`src/rtl/ram_access_ctrl_pkg.sv`:
```
// Shared definitions for the RAM access controller: widths, state
// encoding, port identifiers and the address range check.
package ram_access_ctrl_pkg;

  localparam int ADDR_W     = 14;
  localparam int DATA_W     = 16;
  localparam int CPU_ADDR_W = 16;
  localparam int STARVE_MAX = 3;
  localparam int CNT_W      = $clog2(STARVE_MAX + 1);
  localparam int ADDR_LIMIT = 2 ** ADDR_W;

  typedef enum logic {
    ST_IDLE   = 1'b0,
    ST_ACCESS = 1'b1
  } state_e;

  localparam logic PORT_F = 1'b0;
  localparam logic PORT_D = 1'b1;

  // A CPU word address is out of range when it lies beyond the RAM.
  function automatic logic addr_out_of_range(input logic [CPU_ADDR_W-1:0] addr);
    return (32'(addr) >= ADDR_LIMIT);
  endfunction

endpackage

```
`src/rtl/ram_access_ctrl_if.sv`:
```
// Bundle of the fetch port, data port and RAM-side signals.
// slave: the controller; master: the CPU/RAM environment around it.
interface ram_access_ctrl_if;
  import ram_access_ctrl_pkg::*;

  logic                  f_req;
  logic [CPU_ADDR_W-1:0] f_addr;
  logic                  f_gnt;
  logic                  f_rvalid;
  logic [DATA_W-1:0]     f_rdata;
  logic                  f_err;

  logic                  d_req;
  logic                  d_we;
  logic [CPU_ADDR_W-1:0] d_addr;
  logic [DATA_W-1:0]     d_wdata;
  logic                  d_gnt;
  logic                  d_rvalid;
  logic [DATA_W-1:0]     d_rdata;
  logic                  d_err;

  logic                  ram_e;
  logic                  ram_r;
  logic                  ram_w;
  logic [ADDR_W-1:0]     ram_addr;
  logic [DATA_W-1:0]     ram_d;
  logic [DATA_W-1:0]     ram_out;

  modport slave (
    input  f_req, f_addr, d_req, d_we, d_addr, d_wdata, ram_out,
    output f_gnt, f_rvalid, f_rdata, f_err,
    output d_gnt, d_rvalid, d_rdata, d_err,
    output ram_e, ram_r, ram_w, ram_addr, ram_d
  );

  modport master (
    output f_req, f_addr, d_req, d_we, d_addr, d_wdata, ram_out,
    input  f_gnt, f_rvalid, f_rdata, f_err,
    input  d_gnt, d_rvalid, d_rdata, d_err,
    input  ram_e, ram_r, ram_w, ram_addr, ram_d
  );

endinterface

```
`src/rtl/ram_port_arbiter.sv`:
```
// Fetch/data arbiter. Data wins by default; fetch wins once it has
// watched STARVE_MAX consecutive data grants, bounding its wait.
module ram_port_arbiter
  import ram_access_ctrl_pkg::*;
(
  input  logic clk,
  input  logic rst,
  input  logic f_req,
  input  logic d_req,
  output logic f_gnt,
  output logic d_gnt
);

  logic [CNT_W-1:0] starve_cnt_r;
  logic             f_win_s;

  // Grant decision; nothing is granted while reset is held.
  always_comb begin
    f_win_s = 1'b0;
    f_gnt   = 1'b0;
    d_gnt   = 1'b0;
    if (rst) begin
      f_gnt = 1'b0;
      d_gnt = 1'b0;
    end else begin
      f_win_s = f_req && (!d_req || (starve_cnt_r == CNT_W'(STARVE_MAX)));
      f_gnt   = f_win_s;
      d_gnt   = d_req && !f_win_s;
    end
  end

  // Count data grants that fetch had to watch, saturating at the limit.
  always_ff @(posedge clk) begin
    if (rst) begin
      starve_cnt_r <= {CNT_W{1'b0}};
    end else if (!f_req || f_gnt) begin
      starve_cnt_r <= {CNT_W{1'b0}};
    end else if (d_gnt && (starve_cnt_r != CNT_W'(STARVE_MAX))) begin
      starve_cnt_r <= starve_cnt_r + CNT_W'(1);
    end else begin
      starve_cnt_r <= starve_cnt_r;
    end
  end

endmodule

```
`src/rtl/ram_access_ctrl.sv`:
```
// Two-port access controller in front of the 16K x 16 RAM. One granted
// access per cycle is registered onto the RAM port; the RAM result is
// captured into a registered response on the owning port.
module ram_access_ctrl
  import ram_access_ctrl_pkg::*;
(
  input  logic                    clk,
  input  logic                    rst,
  ram_access_ctrl_if.slave        bus
);

  state_e                state_r;
  logic                  acc_port_r;
  logic                  acc_we_r;
  logic                  acc_err_r;

  logic                  ram_e_r;
  logic                  ram_r_r;
  logic                  ram_w_r;
  logic [ADDR_W-1:0]     ram_addr_r;
  logic [DATA_W-1:0]     ram_d_r;

  logic                  f_rvalid_r;
  logic [DATA_W-1:0]     f_rdata_r;
  logic                  f_err_r;
  logic                  d_rvalid_r;
  logic [DATA_W-1:0]     d_rdata_r;
  logic                  d_err_r;

  logic                  f_gnt_s;
  logic                  d_gnt_s;
  logic                  gnt_s;
  logic [CPU_ADDR_W-1:0] sel_addr_s;
  logic                  sel_we_s;
  logic [DATA_W-1:0]     sel_wdata_s;
  logic                  sel_err_s;

  ram_port_arbiter u_arb (
    .clk   (clk),
    .rst   (rst),
    .f_req (bus.f_req),
    .d_req (bus.d_req),
    .f_gnt (f_gnt_s),
    .d_gnt (d_gnt_s)
  );

  assign gnt_s = f_gnt_s | d_gnt_s;

  // Select the winning request; fetches are always reads.
  always_comb begin
    sel_addr_s  = {CPU_ADDR_W{1'b0}};
    sel_we_s    = 1'b0;
    sel_wdata_s = {DATA_W{1'b0}};
    if (d_gnt_s) begin
      sel_addr_s  = bus.d_addr;
      sel_we_s    = bus.d_we;
      sel_wdata_s = bus.d_wdata;
    end else begin
      sel_addr_s  = bus.f_addr;
      sel_we_s    = 1'b0;
      sel_wdata_s = {DATA_W{1'b0}};
    end
    sel_err_s = addr_out_of_range(sel_addr_s);
  end

  // Access FSM: turn the registered access into a response, then register the next grant.
  always_ff @(posedge clk) begin
    if (rst) begin
      state_r    <= ST_IDLE;
      acc_port_r <= PORT_F;
      acc_we_r   <= 1'b0;
      acc_err_r  <= 1'b0;
      ram_e_r    <= 1'b0;
      ram_r_r    <= 1'b0;
      ram_w_r    <= 1'b0;
      ram_addr_r <= {ADDR_W{1'b0}};
      ram_d_r    <= {DATA_W{1'b0}};
      f_rvalid_r <= 1'b0;
      f_rdata_r  <= {DATA_W{1'b0}};
      f_err_r    <= 1'b0;
      d_rvalid_r <= 1'b0;
      d_rdata_r  <= {DATA_W{1'b0}};
      d_err_r    <= 1'b0;
    end else begin
      case (state_r)
        ST_ACCESS: begin
          f_rvalid_r <= (acc_port_r == PORT_F);
          f_err_r    <= (acc_port_r == PORT_F) && acc_err_r;
          f_rdata_r  <= ((acc_port_r == PORT_F) && !acc_err_r) ? bus.ram_out : {DATA_W{1'b0}};
          d_rvalid_r <= (acc_port_r == PORT_D);
          d_err_r    <= (acc_port_r == PORT_D) && acc_err_r;
          d_rdata_r  <= ((acc_port_r == PORT_D) && !acc_err_r && !acc_we_r) ?
                        bus.ram_out : {DATA_W{1'b0}};
        end
        default: begin
          f_rvalid_r <= 1'b0;
          f_err_r    <= 1'b0;
          f_rdata_r  <= {DATA_W{1'b0}};
          d_rvalid_r <= 1'b0;
          d_err_r    <= 1'b0;
          d_rdata_r  <= {DATA_W{1'b0}};
        end
      endcase

      if (gnt_s) begin
        state_r    <= ST_ACCESS;
        acc_port_r <= d_gnt_s ? PORT_D : PORT_F;
        acc_we_r   <= sel_we_s;
        acc_err_r  <= sel_err_s;
        ram_e_r    <= !sel_err_s;
        ram_r_r    <= !sel_err_s && !sel_we_s;
        ram_w_r    <= !sel_err_s && sel_we_s;
        ram_addr_r <= sel_err_s ? {ADDR_W{1'b0}} : sel_addr_s[ADDR_W-1:0];
        ram_d_r    <= (!sel_err_s && sel_we_s) ? sel_wdata_s : {DATA_W{1'b0}};
      end else begin
        state_r    <= ST_IDLE;
        acc_port_r <= PORT_F;
        acc_we_r   <= 1'b0;
        acc_err_r  <= 1'b0;
        ram_e_r    <= 1'b0;
        ram_r_r    <= 1'b0;
        ram_w_r    <= 1'b0;
        ram_addr_r <= {ADDR_W{1'b0}};
        ram_d_r    <= {DATA_W{1'b0}};
      end
    end
  end

  // Reset masks the registered outputs in the same cycle, so a pending
  // write never reaches the RAM and a pending response never escapes.
  assign bus.f_gnt    = f_gnt_s;
  assign bus.d_gnt    = d_gnt_s;
  assign bus.ram_e    = ram_e_r & ~rst;
  assign bus.ram_r    = ram_r_r & ~rst;
  assign bus.ram_w    = ram_w_r & ~rst;
  assign bus.ram_addr = ram_addr_r & {ADDR_W{~rst}};
  assign bus.ram_d    = ram_d_r & {DATA_W{~rst}};
  assign bus.f_rvalid = f_rvalid_r & ~rst;
  assign bus.f_err    = f_err_r & ~rst;
  assign bus.f_rdata  = f_rdata_r & {DATA_W{~rst}};
  assign bus.d_rvalid = d_rvalid_r & ~rst;
  assign bus.d_err    = d_err_r & ~rst;
  assign bus.d_rdata  = d_rdata_r & {DATA_W{~rst}};

endmodule

```
`src/flat_wrapper.sv`:
```
// flat-port wrapper written by rule: the top's interface ports become plain ports
module ram_access_ctrl_flat import ram_access_ctrl_pkg::*;
  (clk, rst, bus_f_req, bus_f_addr, bus_d_req, bus_d_we, bus_d_addr, bus_d_wdata, bus_ram_out, bus_f_gnt, bus_f_rvalid, bus_f_rdata, bus_f_err, bus_d_gnt, bus_d_rvalid, bus_d_rdata, bus_d_err, bus_ram_e, bus_ram_r, bus_ram_w, bus_ram_addr, bus_ram_d);
  ram_access_ctrl_if bus_i ();
  input  logic clk;
  input  logic rst;
  input wire logic [$bits(bus_i.f_req)-1:0] bus_f_req;
  input wire logic [$bits(bus_i.f_addr)-1:0] bus_f_addr;
  input wire logic [$bits(bus_i.d_req)-1:0] bus_d_req;
  input wire logic [$bits(bus_i.d_we)-1:0] bus_d_we;
  input wire logic [$bits(bus_i.d_addr)-1:0] bus_d_addr;
  input wire logic [$bits(bus_i.d_wdata)-1:0] bus_d_wdata;
  input wire logic [$bits(bus_i.ram_out)-1:0] bus_ram_out;
  output wire logic [$bits(bus_i.f_gnt)-1:0] bus_f_gnt;
  output wire logic [$bits(bus_i.f_rvalid)-1:0] bus_f_rvalid;
  output wire logic [$bits(bus_i.f_rdata)-1:0] bus_f_rdata;
  output wire logic [$bits(bus_i.f_err)-1:0] bus_f_err;
  output wire logic [$bits(bus_i.d_gnt)-1:0] bus_d_gnt;
  output wire logic [$bits(bus_i.d_rvalid)-1:0] bus_d_rvalid;
  output wire logic [$bits(bus_i.d_rdata)-1:0] bus_d_rdata;
  output wire logic [$bits(bus_i.d_err)-1:0] bus_d_err;
  output wire logic [$bits(bus_i.ram_e)-1:0] bus_ram_e;
  output wire logic [$bits(bus_i.ram_r)-1:0] bus_ram_r;
  output wire logic [$bits(bus_i.ram_w)-1:0] bus_ram_w;
  output wire logic [$bits(bus_i.ram_addr)-1:0] bus_ram_addr;
  output wire logic [$bits(bus_i.ram_d)-1:0] bus_ram_d;
  assign bus_i.f_req = bus_f_req;
  assign bus_i.f_addr = bus_f_addr;
  assign bus_i.d_req = bus_d_req;
  assign bus_i.d_we = bus_d_we;
  assign bus_i.d_addr = bus_d_addr;
  assign bus_i.d_wdata = bus_d_wdata;
  assign bus_i.ram_out = bus_ram_out;
  assign bus_f_gnt = bus_i.f_gnt;
  assign bus_f_rvalid = bus_i.f_rvalid;
  assign bus_f_rdata = bus_i.f_rdata;
  assign bus_f_err = bus_i.f_err;
  assign bus_d_gnt = bus_i.d_gnt;
  assign bus_d_rvalid = bus_i.d_rvalid;
  assign bus_d_rdata = bus_i.d_rdata;
  assign bus_d_err = bus_i.d_err;
  assign bus_ram_e = bus_i.ram_e;
  assign bus_ram_r = bus_i.ram_r;
  assign bus_ram_w = bus_i.ram_w;
  assign bus_ram_addr = bus_i.ram_addr;
  assign bus_ram_d = bus_i.ram_d;
  ram_access_ctrl u_core (.clk(clk), .rst(rst), .bus(bus_i));
endmodule
```
`config.mk`:
```
export PLATFORM = sky130hd
export DESIGN_NAME = ram_access_ctrl_flat
export DESIGN_NICKNAME = d
export VERILOG_FILES = /design/src/rtl/ram_access_ctrl_pkg.sv /design/src/rtl/ram_access_ctrl_if.sv /design/src/rtl/ram_port_arbiter.sv /design/src/rtl/ram_access_ctrl.sv /design/src/flat_wrapper.sv
export SDC_FILE = /design/constraint.sdc
export NUM_CORES = 1
export LEC_CHECK = 0
export BUFFER_PORTS_ARGS = -buffer_cell sky130_fd_sc_hd__buf_2
export CAP_MARGIN = 30
export CORE_ASPECT_RATIO = 0.8
export CORE_MARGIN = 1
export CORE_UTILIZATION = 45
export DETAILED_ROUTE_END_ITERATION = 12
export PLACE_DENSITY = 0.79
export SYNTH_ARGS = -nofsm -noshare
export SYNTH_HDL_FRONTEND = slang
export SYNTH_SLANG_ARGS = --single-unit
```
`constraint.sdc`:
```
create_clock -name clk -period 3.5 [get_ports clk]
set_input_delay 0.175 -clock clk [delete_from_list [all_inputs] [get_ports clk]]
set_output_delay 0.175 -clock clk [all_outputs]
set_load 0.01 [all_outputs]
```
== Yosys cells after proc, flatten, opt, wreduce, memory -nomap -nowiden ==
Cells that the tools add are included.

* Input bits: 69
* Register bits after elaboration: 75
* Latch bits: 0
* Memories: 0
* Output and inout port bits: 71
* RAM bits: 0
* ROM bits: 0

* $add $sub $neg: 1
* Divide/modulo/power cells: 0
* Magnitude comparators: 1
* Bitwise operators: 20
* Reductions and logical operators: 26
* Shift-type cells: 0
* Mux-type cells: 6
* Multipliers: 0
* Eq/ne operators: 2

{| class="wikitable"
|+ Operators with widths
! kind !! count
|-
| $and A16 B16 Y16 || 3
|-
| $ge A16 B15 Y1 const B || 1
|-
| $mux W16 || 1
|-
| $and A14 B14 Y14 || 1
|-
| $logic_and A1 B1 Y1 || 10
|-
| $reduce_or A3 Y1 || 3
|-
| $not A1 Y1 || 8
|-
| $and A1 B1 Y1 || 7
|-
| $logic_not A1 Y1 || 7
|-
| $reduce_or A2 Y1 || 3
|-
| $mux W1 || 5
|-
| $reduce_or A4 Y1 || 1
|-
| $add A2 B1 Y2 const B || 1
|-
| $eq A2 B2 Y1 const B || 1
|-
| $logic_or A1 B1 Y1 || 2
|-
| $ne A2 B2 Y1 const B || 1
|-
| $or A1 B1 Y1 || 1
|}

== Logic depth before layout (Yosys ltp) ==
Gate-level depths: netlist (run 1).

* Word-level depth: 12
* Gate-level depth with buffers: 6
* Gate-level depth less buffers: 4

== Hierarchy ==
Synthesis (run 1) repeated with hierarchy kept, for this count alone.

* Cells, all modules: 273
* Area, all modules: 2955.3 um2

{| class="wikitable"
|+ By module, submodules not included
! module !! area an instance (um2) !! times used !! seq. area each (um2) !! cells each
|-
| ram_access_ctrl || 2846.5 || 1 || 1461.4 || 263
|-
| ram_port_arbiter || 108.9 || 1 || 40.0 || 10
|}

== Worst setup path after synthesis (run 1) ==
OpenSTA, ideal clock, no wires.

* Path kind: register -> register
* From: register u_core.u_arb.starve_cnt_r[0]
* To: register u_core.ram_d_r[0]
* Arrival: 1.302 ns
* Path buffers: 2
* Library setup time: 0.115 ns
* Stages on the path, launching flop included: 7
* Data required time: 3.385 ns
* Path slack: 2.083 ns
* Cells stage by stage: dfxtp_1 ha_1 nand2_1 and4_1 buf_6 buf_6 and2_1

* Cells in the longest elaborated chain, start to end: 12
* Elaborated cells between the ends (all ways): 17
* Those cells by class: order compare (1); eq/ne (1); mux (4); bitwise (4); reduce/logical (7)

{| class="wikitable"
|+ Ends and longest elaborated chain
! item !! line !! text
|-
| from (decl) || ram_port_arbiter.sv:14 || <nowiki>logic [CNT_W-1:0] starve_cnt_r;</nowiki>
|-
| from (signal assigned) || ram_port_arbiter.sv:35 || <nowiki>starve_cnt_r <= {CNT_W{1'b0}};</nowiki>
|-
| from (signal assigned) || ram_port_arbiter.sv:37 || <nowiki>starve_cnt_r <= {CNT_W{1'b0}};</nowiki>
|-
| from (signal assigned) || ram_port_arbiter.sv:39 || <nowiki>starve_cnt_r <= starve_cnt_r + CNT_W'(1);</nowiki>
|-
| $eq A2 B2 Y1 (*) || ram_port_arbiter.sv:26 || <nowiki>f_win_s = f_req && (!d_req || (starve_cnt_r == CNT_W'(STARVE_MAX)));</nowiki>
|-
| $logic_or A1 B1 Y1 (*) || ram_port_arbiter.sv:26 ||
|-
| $logic_and A1 B1 Y1 (*) || ram_port_arbiter.sv:26 ||
|-
| $logic_not A1 Y1 || ram_port_arbiter.sv:28 || <nowiki>d_gnt = d_req && !f_win_s;</nowiki>
|-
| $logic_and A1 B1 Y1 || ram_port_arbiter.sv:28 ||
|-
| $mux W1 || ram_port_arbiter.sv:22 || <nowiki>if (rst) begin</nowiki>
|-
| $mux W16 || ram_access_ctrl.sv:54 || <nowiki>if (d_gnt_s) begin</nowiki>
|-
| $ge A16 B15 Y1 || ram_access_ctrl_pkg.sv:22 || <nowiki>return (32'(addr) >= ADDR_LIMIT);</nowiki>
|-
| $logic_not A1 Y1 || ram_access_ctrl.sv:114 || <nowiki>ram_d_r <= (!sel_err_s && sel_we_s) ? sel_wdata_s : {DATA_W{1'b0}};</nowiki>
|-
| $logic_and A1 B1 Y1 || ram_access_ctrl.sv:114 ||
|-
| $not A1 Y1 (no source line) || - ||
|-
| $reduce_or A4 Y1 (no source line) (*) || - ||
|-
| to (signal assigned) || ram_access_ctrl.sv:77 || <nowiki>ram_d_r <= {DATA_W{1'b0}};</nowiki>
|-
| to (signal assigned) || ram_access_ctrl.sv:114 ||
|-
| to (signal assigned) || ram_access_ctrl.sv:124 || <nowiki>ram_d_r <= {DATA_W{1'b0}};</nowiki>
|-
| to (decl) || ram_access_ctrl.sv:21 || <nowiki>logic [DATA_W-1:0] ram_d_r;</nowiki>
|}

Mark *: on every way between the ends. The rest lies on a longest branch, timed or not.
A chain may end at the register's enable or synchronous reset.

== Worst setup path in the final report (run 1) ==
* From: register u_core.u_arb.starve_cnt_r[0]
* To: output bus_d_gnt

* Cells in the longest elaborated chain, start to end: 6

{| class="wikitable"
|+ Ends and longest elaborated chain
! item !! line !! text
|-
| $eq A2 B2 Y1 || ram_port_arbiter.sv:26 ||
|-
| $logic_or A1 B1 Y1 || ram_port_arbiter.sv:26 ||
|-
| $logic_and A1 B1 Y1 || ram_port_arbiter.sv:26 ||
|-
| $logic_not A1 Y1 || ram_port_arbiter.sv:28 ||
|-
| $logic_and A1 B1 Y1 || ram_port_arbiter.sv:28 ||
|-
| $mux W1 || ram_port_arbiter.sv:22 ||
|-
| to (decl) || flat_wrapper.sv:18 || <nowiki>output wire logic [$bits(bus_i.d_gnt)-1:0] bus_d_gnt;</nowiki>
|}

No other way between the ends.

==> flow_metrics.py, run 1 <==
metrics = {
    "status": {
        "run_status": "finished, final reports clean",
    },
    "timing": {
        "shortest_clock_period_the_worst_path_allows_after_layout_ps": 1889,
        "report.final.setup_viol": 0,
        "worstMarginPinSlew_ps": 971.0,
        "period_share": 0.5397,
        "slew_violations": 0,
        "fin_setup_tns_ps": 0,
        "timing.clock.skew_ps": 7.182,
        "fmax_mhz": 529.4,
        "setup_slack_ps": 1611,
        "grt_setup_unrepaired": "false",
        "whs_ps": 39.98,
        "slew-limit-headroom": 0.3503,
        "finalHoldViolCount": 0,
    },
    "cells_and_area": {
        "register_area_sq_um": 1501,
        "syn_to_final_growth_pct": 33.64,
        "final_layout_size_suffix_gt1_frac": 0.3848,
        "nets": 486,
        "n_fill_cell": 516,
        "multi_input_area_sq_um": 1197,
        "antenna_cells": 0,
        "count_of_non_filler_cells_in_the_finished_layout": 502,
    },
    "die": {
        "total_die_area_sq_um": 6596,
        "fp.coreArea_sq_um": 5974,
        "initial_utilization": 0.4725,
        "die_h_microns": 72.84,
        "std_cell_rows": 25,
        "dieWidth_microns": 90.55,
        "num_io_pins": 140,
    },
    "cts": {
        "tritoncts.num_buffers": 9,
        "cts_post_setup_buffers_inserted": 0,
        "worst_setup_hold_path_clk_slew_ps": 70,
        "h-tree-depth": 3,
        "clk_path_buf_depth": 2,
        "worst_skew_pair.late_latency_ps": 330,
        "cts_hold_repair.buffers": 0,
        "cts_root_buf": "sky130_fd_sc_hd__clkbuf_8",
        "cts.sinks": 75,
        "cts_repair_resizes": 0,
        "cts_tree": "built",
    },
    "drt": {
        "drt-total-wl_microns": 5943,
        "num_vias": 2339,
        "drt_iter0_markers": 64,
        "drt_first_pass_iters": 4,
        "post_drt_via_cell_ratio": 4.659,
        "drc": 0,
        "route.antenna.remaining_nets": 0,
        "wl_per_cell_microns": 11.84,
    },
    "critical_path": {
        "timing.critical_path.arrival_ps": 1710,
        "max_stage_delay_ps": 560,
        "timing.critical_path.to_type": "output pin",
        "worst_path_max_delay_cell": "sky130_fd_sc_hd__and2_1",
        "critical_path_required_ps": 3320,
        "cp_max_fo": 17,
        "nature_of_the_critical_path_startpoint": "flip-flop",
        "criticalPathCategory": "flip-flop to output pin",
        "critical_path.cell_chain": "ha_1 > and2_1 > nor2_1 > buf_2",
    },
    "global_route": {
        "grt_antenna_before_repair": 0,
        "global_route.overflow_total": 0,
        "first_global_vias": 2071,
        "grt_start_max_net_pins": 52,
        "groute.usage.overall": 0.1821,
        "global_route_wire_length_before_repair_microns": 9294,
    },
    "placed_design": {
        "gp_routability_congestion": 0.8051,
        "dp_worst_setup_slack_ps": 1654,
        "dp_hpwl_microns": 4296,
        "place.port_buffers": 139,
        "placed_cells_incl_taps": 486,
    },
    "worst_hold_path": {
        "holdCritPathClass": "primary input to flip-flop",
    },
    "pwr": {
        "vdd_ir_drop_max_v": 0.0002946,
        "post-layout-total-power_uw": 1783,
        "clock_power_share": 0.441,
        "cellPowerDensity_nw_per_um2": 472.6,
        "total_leakage_power_uw": 0.001833,
        "combinationalPowerShare": 0.067,
        "power_report.internal_total_uw": 1423,
        "netSwitchingFraction": 0.2018,
        "switchingPower_uw": 359.8,
        "p_seq_frac": 0.492,
    },
    "yosys": {
        "synth_largest_area_cell": "sky130_fd_sc_hd__dfxtp_1",
        "yosys_warnings": 0,
        "mappedNetlistNets": 355,
        "yosys.area.top_type_share": 0.5319,
        "cell_count_after_synthesis": 285,
        "mean_syn_cell_area_sq_um": 9.904,
        "synth_cell_types": 28,
        "post_syn_area_sq_um": 2823,
        "seq_area_frac_synth": 0.5319,
        "synthTopCellsByArea": "sky130_fd_sc_hd__dfxtp_1 53%, sky130_fd_sc_hd__nor2b_1 16%, sky130_fd_sc_hd__and2_1 11%",
        "ys_ff_latch": 75,
    },
    "flow_run": {
        "maxCapViolCount": 0,
    },
}
-- kinds of logic after synthesis --
kind of cell / synth area share
AND/OR/NAND/NOR: 0.3497
flip-flops: 0.5319
AO/OA/AOI/OAI: 0.07004
buffers and inverters: 0.04388
adder cells (fa/ha/maj): 0.004432
-- per-stage QoR --
step | instance area (sq um) | utilization
after CTS | 3772 | 0.6314
after global routing | 3772 | 0.6314
after floorplan | 2823 | -
after detailed placement | 3522 | 0.5895
after global placement | 3515 | 0.5883
final | 3772 | 0.6314
-- synthesized netlist by cell type (all sizes together) --
| cell | n |
|---|---|
| nand2 | 1 |
| o21ai | 1 |
| o211ai | 14 |
| nor2 | 4 |
| nand4 | 14 |
| ha | 1 |
| clkbuf | 10 |
| nand3 | 1 |
| and2b | 1 |
| and2 | 51 |
| and4 | 1 |
| nand2b | 1 |
| nand4b | 1 |
| o21bai | 1 |
| dfxtp | 75 |
| nor3b | 3 |
| and3 | 2 |
| and3b | 1 |
| a21oi | 16 |
| buf | 12 |
| inv | 1 |
| nor2b | 71 |
| nor4b | 1 |
| and4b | 1 |
-- worst max-delay path: cells and delay by family, from the launching register on --
kind,cells,cell delay (ps)
fa+ha+maj,1,240
buf+inv,1,160
flops,1,350
simple gates,2,630
-- per-layer routing --
| metal | routed length (microns) | up-vias | part of all wire | GRT usage |
|---|---|---|---|---|
| met4 | 66 | 0 | 0.011 | 0.06989 |
| met1 | 2619 | 1055 | 0.44 | 0.2213 |
| li1 | - | 1194 | - | - |
| met2 | 2914 | 83 | 0.49 | 0.2980 |
| met5 | 0 | - | 0 | 0 |
| met3 | 342 | 7 | 0.058 | 0.06667 |
-- registers in the layout, indices dropped and copies added, names as in the netlist --
| signal | flops |
|---|---|
| u_core.acc_we_r | 1 |
| u_core.d_rvalid_r | 1 |
| u_core.d_err_r | 1 |
| u_core.f_err_r | 1 |
| u_core.acc_port_r | 1 |
| u_core.f_rvalid_r | 1 |
| u_core.d_rdata_r | 16 |
| u_core.ram_addr_r | 14 |
| u_core.acc_err_r | 1 |
| u_core.ram_e_r | 1 |
| u_core.ram_w_r | 1 |
| u_core.f_rdata_r | 16 |
| u_core.ram_r_r | 1 |
| u_core.u_arb.starve_cnt_r | 2 |
| u_core.ram_d_r | 16 |
| u_core.state_r | 1 |
-- power groups by stage --
stage	sequential (uW)	clock (uW)	combinational [uW]
3_3_place_gp	897	0	117
6_report	877	786	120
4_1_cts	877	810	121
3_5_place_dp	897	0	120
2_1_floorplan	895	0	64.0
5_1_grt	878	847	132
-- layout by cell type, fill, tap and decap left out, types with 2 or more instances in the layout --
cell type and n:
sky130_fd_sc_hd__bufinv_16 3, sky130_fd_sc_hd__a21oi_1 16, sky130_fd_sc_hd__and3_1 2, sky130_fd_sc_hd__clkbuf_8 10
sky130_fd_sc_hd__buf_2 139, sky130_fd_sc_hd__nand4_1 14, sky130_fd_sc_hd__buf_4 3, sky130_fd_sc_hd__nor2b_1 71
sky130_fd_sc_hd__dfxtp_1 75, sky130_fd_sc_hd__and2_1 51, sky130_fd_sc_hd__clkinv_4 2, sky130_fd_sc_hd__nor3b_2 2
sky130_fd_sc_hd__o211ai_1 14, sky130_fd_sc_hd__nor2_1 3
-- worst paths after layout --
path | end | slack [ps] | cells after the start | start
worst min-delay path | u_core.ram_d_r[9]$_SDFF_PP0_ | 40 | 2 | bus_d_wdata[9]
worst max register to register | u_core.ram_d_r[13]$_SDFF_PP0_ | 1650 | 4 | u_core.u_arb.starve_cnt_r[0]$_SDFFE_PP0P_
worst min register to register | u_core.f_rvalid_r$_SDFF_PP0_ | 460 | 1 | u_core.acc_port_r$_SDFF_PP0_
worst max-delay path | bus_d_gnt | 1610 | 4 | u_core.u_arb.starve_cnt_r[0]$_SDFFE_PP0P_
-- cell type report --
cell class,count,share of cell area
multi-input cells,187,0.3174
repair buffers,142,0.1904
flip-flops and latches,75,0.3980
clock buffers,10,0.03648
well taps,81,0.02687
inverters,1,0.0009950
clock inverters,6,0.02985
No activity file was read; power rests on OpenSTA's default activity.
==> run 2, diff against run 1 <==
- clock period: 3.5 -> 1.8 ns (I/O delays scaled with it)
==> run 2 against run 1 <==
  * First-iteration DRC count rose by 94%
  * Clock-buffer cell count fell by 1
  * Via count rose by 7.3%
  * Critical path depth rose by 1
  * Cell area rose by 9.2%
  * Sequential share of layout area fell by 3.4 points
  * Combinational power rose to 2.6 times the previous value
  * Core utilization rose by 5.8 points
  * Clock skew rose by 1.2 ps
  * Routed wire length rose by 14%
  * Worst setup slack got worse by 1500 ps
==> flow_metrics.py, run 2 (synthesized netlist as in run 1, its figures left out) <==
metrics = {
    "global_route": {
        "global_route.overflow_total": 0,
        "global_route_wire_length_before_repair_microns": 10490,
        "groute.usage.overall": 0.2046,
        "grt_antenna_before_repair": 0,
        "first_global_vias": 2398,
        "grt_start_max_net_pins": 55,
    },
    "timing": {
        "setup_slack_ps": 97.68,
        "shortest_clock_period_the_worst_path_allows_after_layout_ps": 1702,
        "slew-limit-headroom": 0.4946,
        "period_share": 0.9457,
        "slew_violations": 0,
        "fmax_mhz": 587.4,
        "finalHoldViolCount": 0,
        "worstMarginPinSlew_ps": 754.8,
        "grt_setup_unrepaired": "false",
        "whs_ps": 12.65,
        "fin_setup_tns_ps": 0,
        "report.final.setup_viol": 0,
        "timing.clock.skew_ps": 8.405,
    },
    "critical_path": {
        "critical_path_required_ps": 1710,
        "cp_max_fo": 11,
        "reg2reg_slack_ps": 340,
        "critical_path.cell_chain": "ha_1 > and2_2 > buf_4 > nor2_1 > buf_2",
        "timing.rr.end": "u_core.d_rdata_r[12]$_SDFF_PP0_",
        "crit-reg2reg-launch": "u_core.acc_port_r$_SDFF_PP0_",
        "nature_of_the_critical_path_startpoint": "flip-flop",
        "timing.critical_path.to_type": "output pin",
        "timing.critical_path.arrival_ps": 1610,
        "criticalPathCategory": "flip-flop to output pin",
        "r2r_cells": 3,
        "worst_path_max_delay_cell": "sky130_fd_sc_hd__dfxtp_1",
        "max_stage_delay_ps": 360,
    },
    "drt": {
        "num_vias": 2510,
        "route.antenna.remaining_nets": 0,
        "wl_per_cell_microns": 12.39,
        "drt_first_pass_iters": 4,
        "drc": 0,
        "drt-total-wl_microns": 6750,
        "post_drt_via_cell_ratio": 4.606,
        "drt_iter0_markers": 124,
    },
    "die": {
        "num_io_pins": 140,
        "fp.coreArea_sq_um": 5974,
        "initial_utilization": 0.4725,
        "dieWidth_microns": 90.55,
        "std_cell_rows": 25,
        "total_die_area_sq_um": 6596,
        "die_h_microns": 72.84,
    },
    "cells_and_area": {
        "syn_to_final_growth_pct": 45.97,
        "mostFrequentLayoutCells": "139 x sky130_fd_sc_hd__buf_2, 75 x sky130_fd_sc_hd__dfxtp_1, 71 x sky130_fd_sc_hd__nor2b_1, 50 x sky130_fd_sc_hd__and2_1, 37 x sky130_fd_sc_hd__dlygate4sd3_1",
        "antenna_cells": 0,
        "leading_registers_by_flop_count": "u_core.d_rdata_r x16, u_core.f_rdata_r x16, u_core.ram_d_r x16",
        "final_cell_area_sq_um": 4120,
        "nets": 529,
        "layout.cells.most_common": "sky130_fd_sc_hd__buf_2",
        "final_layout_size_suffix_gt1_frac": 0.3642,
    },
    "cts": {
        "tritoncts.num_buffers": 9,
        "cts.sinks": 75,
        "cts_post_setup_buffers_inserted": 0,
        "clk_path_buf_depth": 2,
        "worst_skew_pair.late_latency_ps": 340,
        "worst_setup_hold_path_clk_slew_ps": 80,
        "h-tree-depth": 3,
        "cts_tree": "built",
        "cts_root_buf": "sky130_fd_sc_hd__clkbuf_8",
    },
    "status": {
        "run_status": "finished, final reports clean",
    },
    "worst_hold_path": {
        "hold-path-cell-count": 3,
        "hold_start": "bus_d_addr[11]",
        "holdCritPathClass": "primary input to flip-flop",
        "min_delay_endpoint": "u_core.ram_addr_r[11]$_SDFF_PP0_",
    },
    "placed_design": {
        "dp_worst_setup_slack_ps": 311.3,
        "dp_hpwl_microns": 4339,
        "place.port_buffers": 139,
        "gp_routability_congestion": 0.8533,
        "post_dp_cell_area_sq_um": 3567,
    },
    "pwr": {
        "vdd_ir_drop_max_v": 0.0005410,
        "cellPowerDensity_nw_per_um2": 768.1,
        "total_leakage_power_uw": 0.001980,
    },
    "flow_run": {
        "maxCapViolCount": 0,
    },
}
==> run 2: power breakdown <==
part | switching (uW) | internal, uW
Sequential | 9.49 | 1690
Combinational | 139 | 170
Clock | 632 | 521
==> run 2: layout make-up <==
| type | instances | area [sq um] |
|---|---|---|
| Tap cell | 81 | 101.3 |
| Clock inverter | 7 | 57.56 |
| Sequential cell | 75 | 1501 |
| Fill cell | 493 | 1854 |
| Multi-Input combinational cell | 187 | 1199 |
| Timing Repair Buffer | 185 | 1134 |
| Inverter | 1 | 3.754 |
| Clock buffer | 9 | 123.9 |
==> run 2: worst max path at each step <==
stage / start / to / cells after the start
3_3_place_gp: u_core.acc_port_r$_SDFF_PP0_ / u_core.d_rdata_r[6]$_SDFF_PP0_ / 3
6_report: u_core.u_arb.starve_cnt_r[0]$_SDFFE_PP0P_ / bus_d_gnt / 5
4_1_cts: u_core.u_arb.starve_cnt_r[0]$_SDFFE_PP0P_ / bus_d_gnt / 5
2_1_floorplan: u_core.u_arb.starve_cnt_r[0]$_SDFFE_PP0P_ / u_core.ram_d_r[0]$_SDFF_PP0_ / 6
5_1_grt: u_core.u_arb.starve_cnt_r[0]$_SDFFE_PP0P_ / bus_d_gnt / 5
3_5_place_dp: u_core.acc_port_r$_SDFF_PP0_ / u_core.d_rdata_r[13]$_SDFF_PP0_ / 3
==> run 2: worst max-delay path, delay by kind of cell, from the launching register on <==
kind | cells | cell delay [ps]
DFF | 1 | 360
and+or+nand+nor | 2 | 310
buffers and inverters | 2 | 370
adders and majority gates | 1 | 250
==> run 2: what timing repair did <==
item	in CTS	in global routing
setup endpoints to repair	0	1
resized for setup	0	1
hold endpoints to repair	53	0
hold buffers	37	0
==> run 2: per-stage QoR <==
step,cells,total power [uW],utilization
after floorplan,285,1865,-
after global placement,492,1980,0.5971
after detailed placement,492,1986,0.5971
after CTS,545,3190,0.6894
after global routing,545,3305,0.6896
final,545,3165,0.6896
==> run 2: layer usage <==
| layer | up-vias | wire [microns] | GRT usage |
|---|---|---|---|
| met1 | 1130 | 2751 | 0.2281 |
| li1 | 1278 | - | - |
| met2 | 92 | 3521 | 0.3763 |
| met3 | 10 | 377 | 0.05313 |
| met4 | 0 | 100 | 0.08423 |
| met5 | - | 0 | 0 |
==> run 3, diff against run 2 <==
- CORE_MARGIN: 1 -> 2
- HOLD_SLACK_MARGIN: not set -> 0.06
- clock period: 1.8 -> 2.1 ns (I/O delays scaled with it)
==> run 3 against run 2 <==
  * Core utilization grew 4.3 points
  * Flip-flop and latch count unchanged
  * Sequential power down 14%
  * Clock skew is 2.1 ps lower
==> flow_metrics.py, run 3 (synthesized netlist as in run 1, its figures left out) <==
metrics = {
    "status": {
        "run_status": "finished, final reports clean",
    },
    "drt": {
        "drt_iter0_markers": 144,
        "drt-total-wl_microns": 7698,
        "post_drt_via_cell_ratio": 4.740,
        "drt_first_pass_iters": 4,
        "route.antenna.remaining_nets": 0,
        "wl_per_cell_microns": 13.60,
        "num_vias": 2683,
        "drc": 0,
    },
    "timing": {
        "slew-limit-headroom": 0.4399,
        "grt_setup_unrepaired": "false",
        "report.final.setup_viol": 0,
        "fin_setup_tns_ps": 0,
        "whs_ps": 90.38,
        "worstMarginPinSlew_ps": 836.5,
        "slew_violations": 0,
        "fmax_mhz": 504.5,
        "finalHoldViolCount": 0,
        "shortest_clock_period_the_worst_path_allows_after_layout_ps": 1982,
        "period_share": 0.9439,
        "timing.clock.skew_ps": 6.340,
        "setup_slack_ps": 117.8,
    },
    "global_route": {
        "grt_start_max_net_pins": 37,
        "groute.usage.overall": 0.2180,
        "first_global_vias": 2594,
        "grt_antenna_before_repair": 0,
        "global_route.overflow_total": 0,
        "global_route_wire_length_before_repair_microns": 11730,
    },
    "placed_design": {
        "dp_worst_setup_slack_ps": 474.8,
        "place.port_buffers": 139,
        "dp_hpwl_microns": 4609,
        "placed_cells_incl_taps": 490,
        "gp_routability_congestion": 0.8942,
    },
    "pwr": {
        "cellPowerDensity_nw_per_um2": 674.6,
        "total_leakage_power_uw": 0.002124,
        "vdd_ir_drop_max_v": 0.0005751,
    },
    "critical_path": {
        "timing.critical_path.to_type": "flip-flop",
        "criticalPathCategory": "flip-flop to flip-flop",
        "reg2reg_slack_ps": 120,
        "nature_of_the_critical_path_startpoint": "flip-flop",
        "critical_path_required_ps": 2370,
        "timing.critical_path.arrival_ps": 2250,
        "worst_path_max_delay_cell": "sky130_fd_sc_hd__dlygate4sd3_1",
        "cp_max_fo": 17,
        "critical_path.cell_chain": "ha_1 > and2_2 > o211ai_1 > a21oi_1 > dlygate4sd3_1",
        "max_stage_delay_ps": 590,
    },
    "die": {
        "std_cell_rows": 25,
        "total_die_area_sq_um": 6926,
        "initial_utilization": 0.4725,
        "num_io_pins": 140,
        "die_h_microns": 74.84,
        "dieWidth_microns": 92.55,
        "fp.coreArea_sq_um": 5974,
    },
    "worst_hold_path": {
        "holdCritPathClass": "primary input to flip-flop",
    },
    "cells_and_area": {
        "antenna_cells": 0,
        "layout.cells.most_common": "sky130_fd_sc_hd__buf_2",
        "mostFrequentLayoutCells": "139 x sky130_fd_sc_hd__buf_2, 75 x sky130_fd_sc_hd__dfxtp_1, 71 x sky130_fd_sc_hd__nor2b_1, 60 x sky130_fd_sc_hd__dlygate4sd3_1, 50 x sky130_fd_sc_hd__and2_1",
        "count_of_non_filler_cells_in_the_finished_layout": 566,
        "utilization": 0.7328,
        "n_fill_cell": 449,
        "leading_registers_by_flop_count": "u_core.d_rdata_r x16, u_core.f_rdata_r x16, u_core.ram_d_r x16",
        "nets": 550,
        "final_layout_size_suffix_gt1_frac": 0.3443,
        "syn_to_final_growth_pct": 55.10,
    },
    "cts": {
        "tritoncts.num_buffers": 9,
        "cts_root_buf": "sky130_fd_sc_hd__clkbuf_8",
        "cts.sinks": 75,
        "h-tree-depth": 3,
        "worst_setup_hold_path_clk_slew_ps": 80,
        "clk_path_buf_depth": 2,
        "cts_post_setup_buffers_inserted": 0,
        "cts_tree": "built",
        "worst_skew_pair.late_latency_ps": 330,
    },
    "flow_run": {
        "maxCapViolCount": 0,
    },
}
[run 3: critical path, delay by kind of cell (launching register included)]
family	cells	cell delay, ps
simple gates	1	390
fa+ha+maj	1	250
buf+inv	1	590
flops	1	350
compound gates	2	340
[run 3: metal layers]
metal,track usage,vias up,part of all wire
li1,-,1319,-
met2,0.4055,133,0.51
met3,0.05606,26,0.068
met5,0,-,0
met1,0.2397,1205,0.39
met4,0.09784,0,0.029
[run 3: report_power, final]
part / total (uW) / leakage [uW] / internal [uW] / switching (uW)
combinational: 291 / 0.00140 / 164 / 127
clock: 1200 / 0.000114 / 677 / 524
sequential: 1460 / 0.000608 / 1450 / 9.42
[run 3: layout make-up]
| class | instances | area (sq um) | share of cell area |
|---|---|---|---|
| well taps | 81 | 101.3 | 0.02315 |
| clock buffers | 9 | 123.9 | 0.02829 |
| repair buffers | 206 | 1349 | 0.3081 |
| clock inverters | 7 | 100.1 | 0.02286 |
| flip-flops and latches | 75 | 1501 | 0.3430 |
| multi-input cells | 187 | 1199 | 0.2738 |
| inverters | 1 | 3.754 | 0.0008574 |
[run 3: what timing repair did]
action,4_1_cts,5_1_grt
resized for setup,0,1
hold buffers,60,0
endpoints found under the hold margin,63,0
setup endpoints to repair,0,13
[run 3: path summary, 6_finish.rpt]
kind              cells after the start                                        end                                 startpoint
setup / recovery                      5            u_core.ram_addr_r[5]$_SDFF_PP0_  u_core.u_arb.starve_cnt_r[0]$_SDFFE_PP0P_
hold / removal                        3            u_core.ram_addr_r[2]$_SDFF_PP0_                              bus_f_addr[2]
setup reg to reg                      5            u_core.ram_addr_r[5]$_SDFF_PP0_  u_core.u_arb.starve_cnt_r[0]$_SDFFE_PP0P_
hold reg to reg                       1  u_core.u_arb.starve_cnt_r[0]$_SDFFE_PP0P_  u_core.u_arb.starve_cnt_r[0]$_SDFFE_PP0P_
[run 3: through the flow]
step                      total power [uW]  instance area [sq um]
after CTS                             2965                   4377
after global placement                1697                   3552
final                                 2954                   4378
after global routing                  3073                   4378
after floorplan                       1598                   2823
after detailed placement              1701                   3552
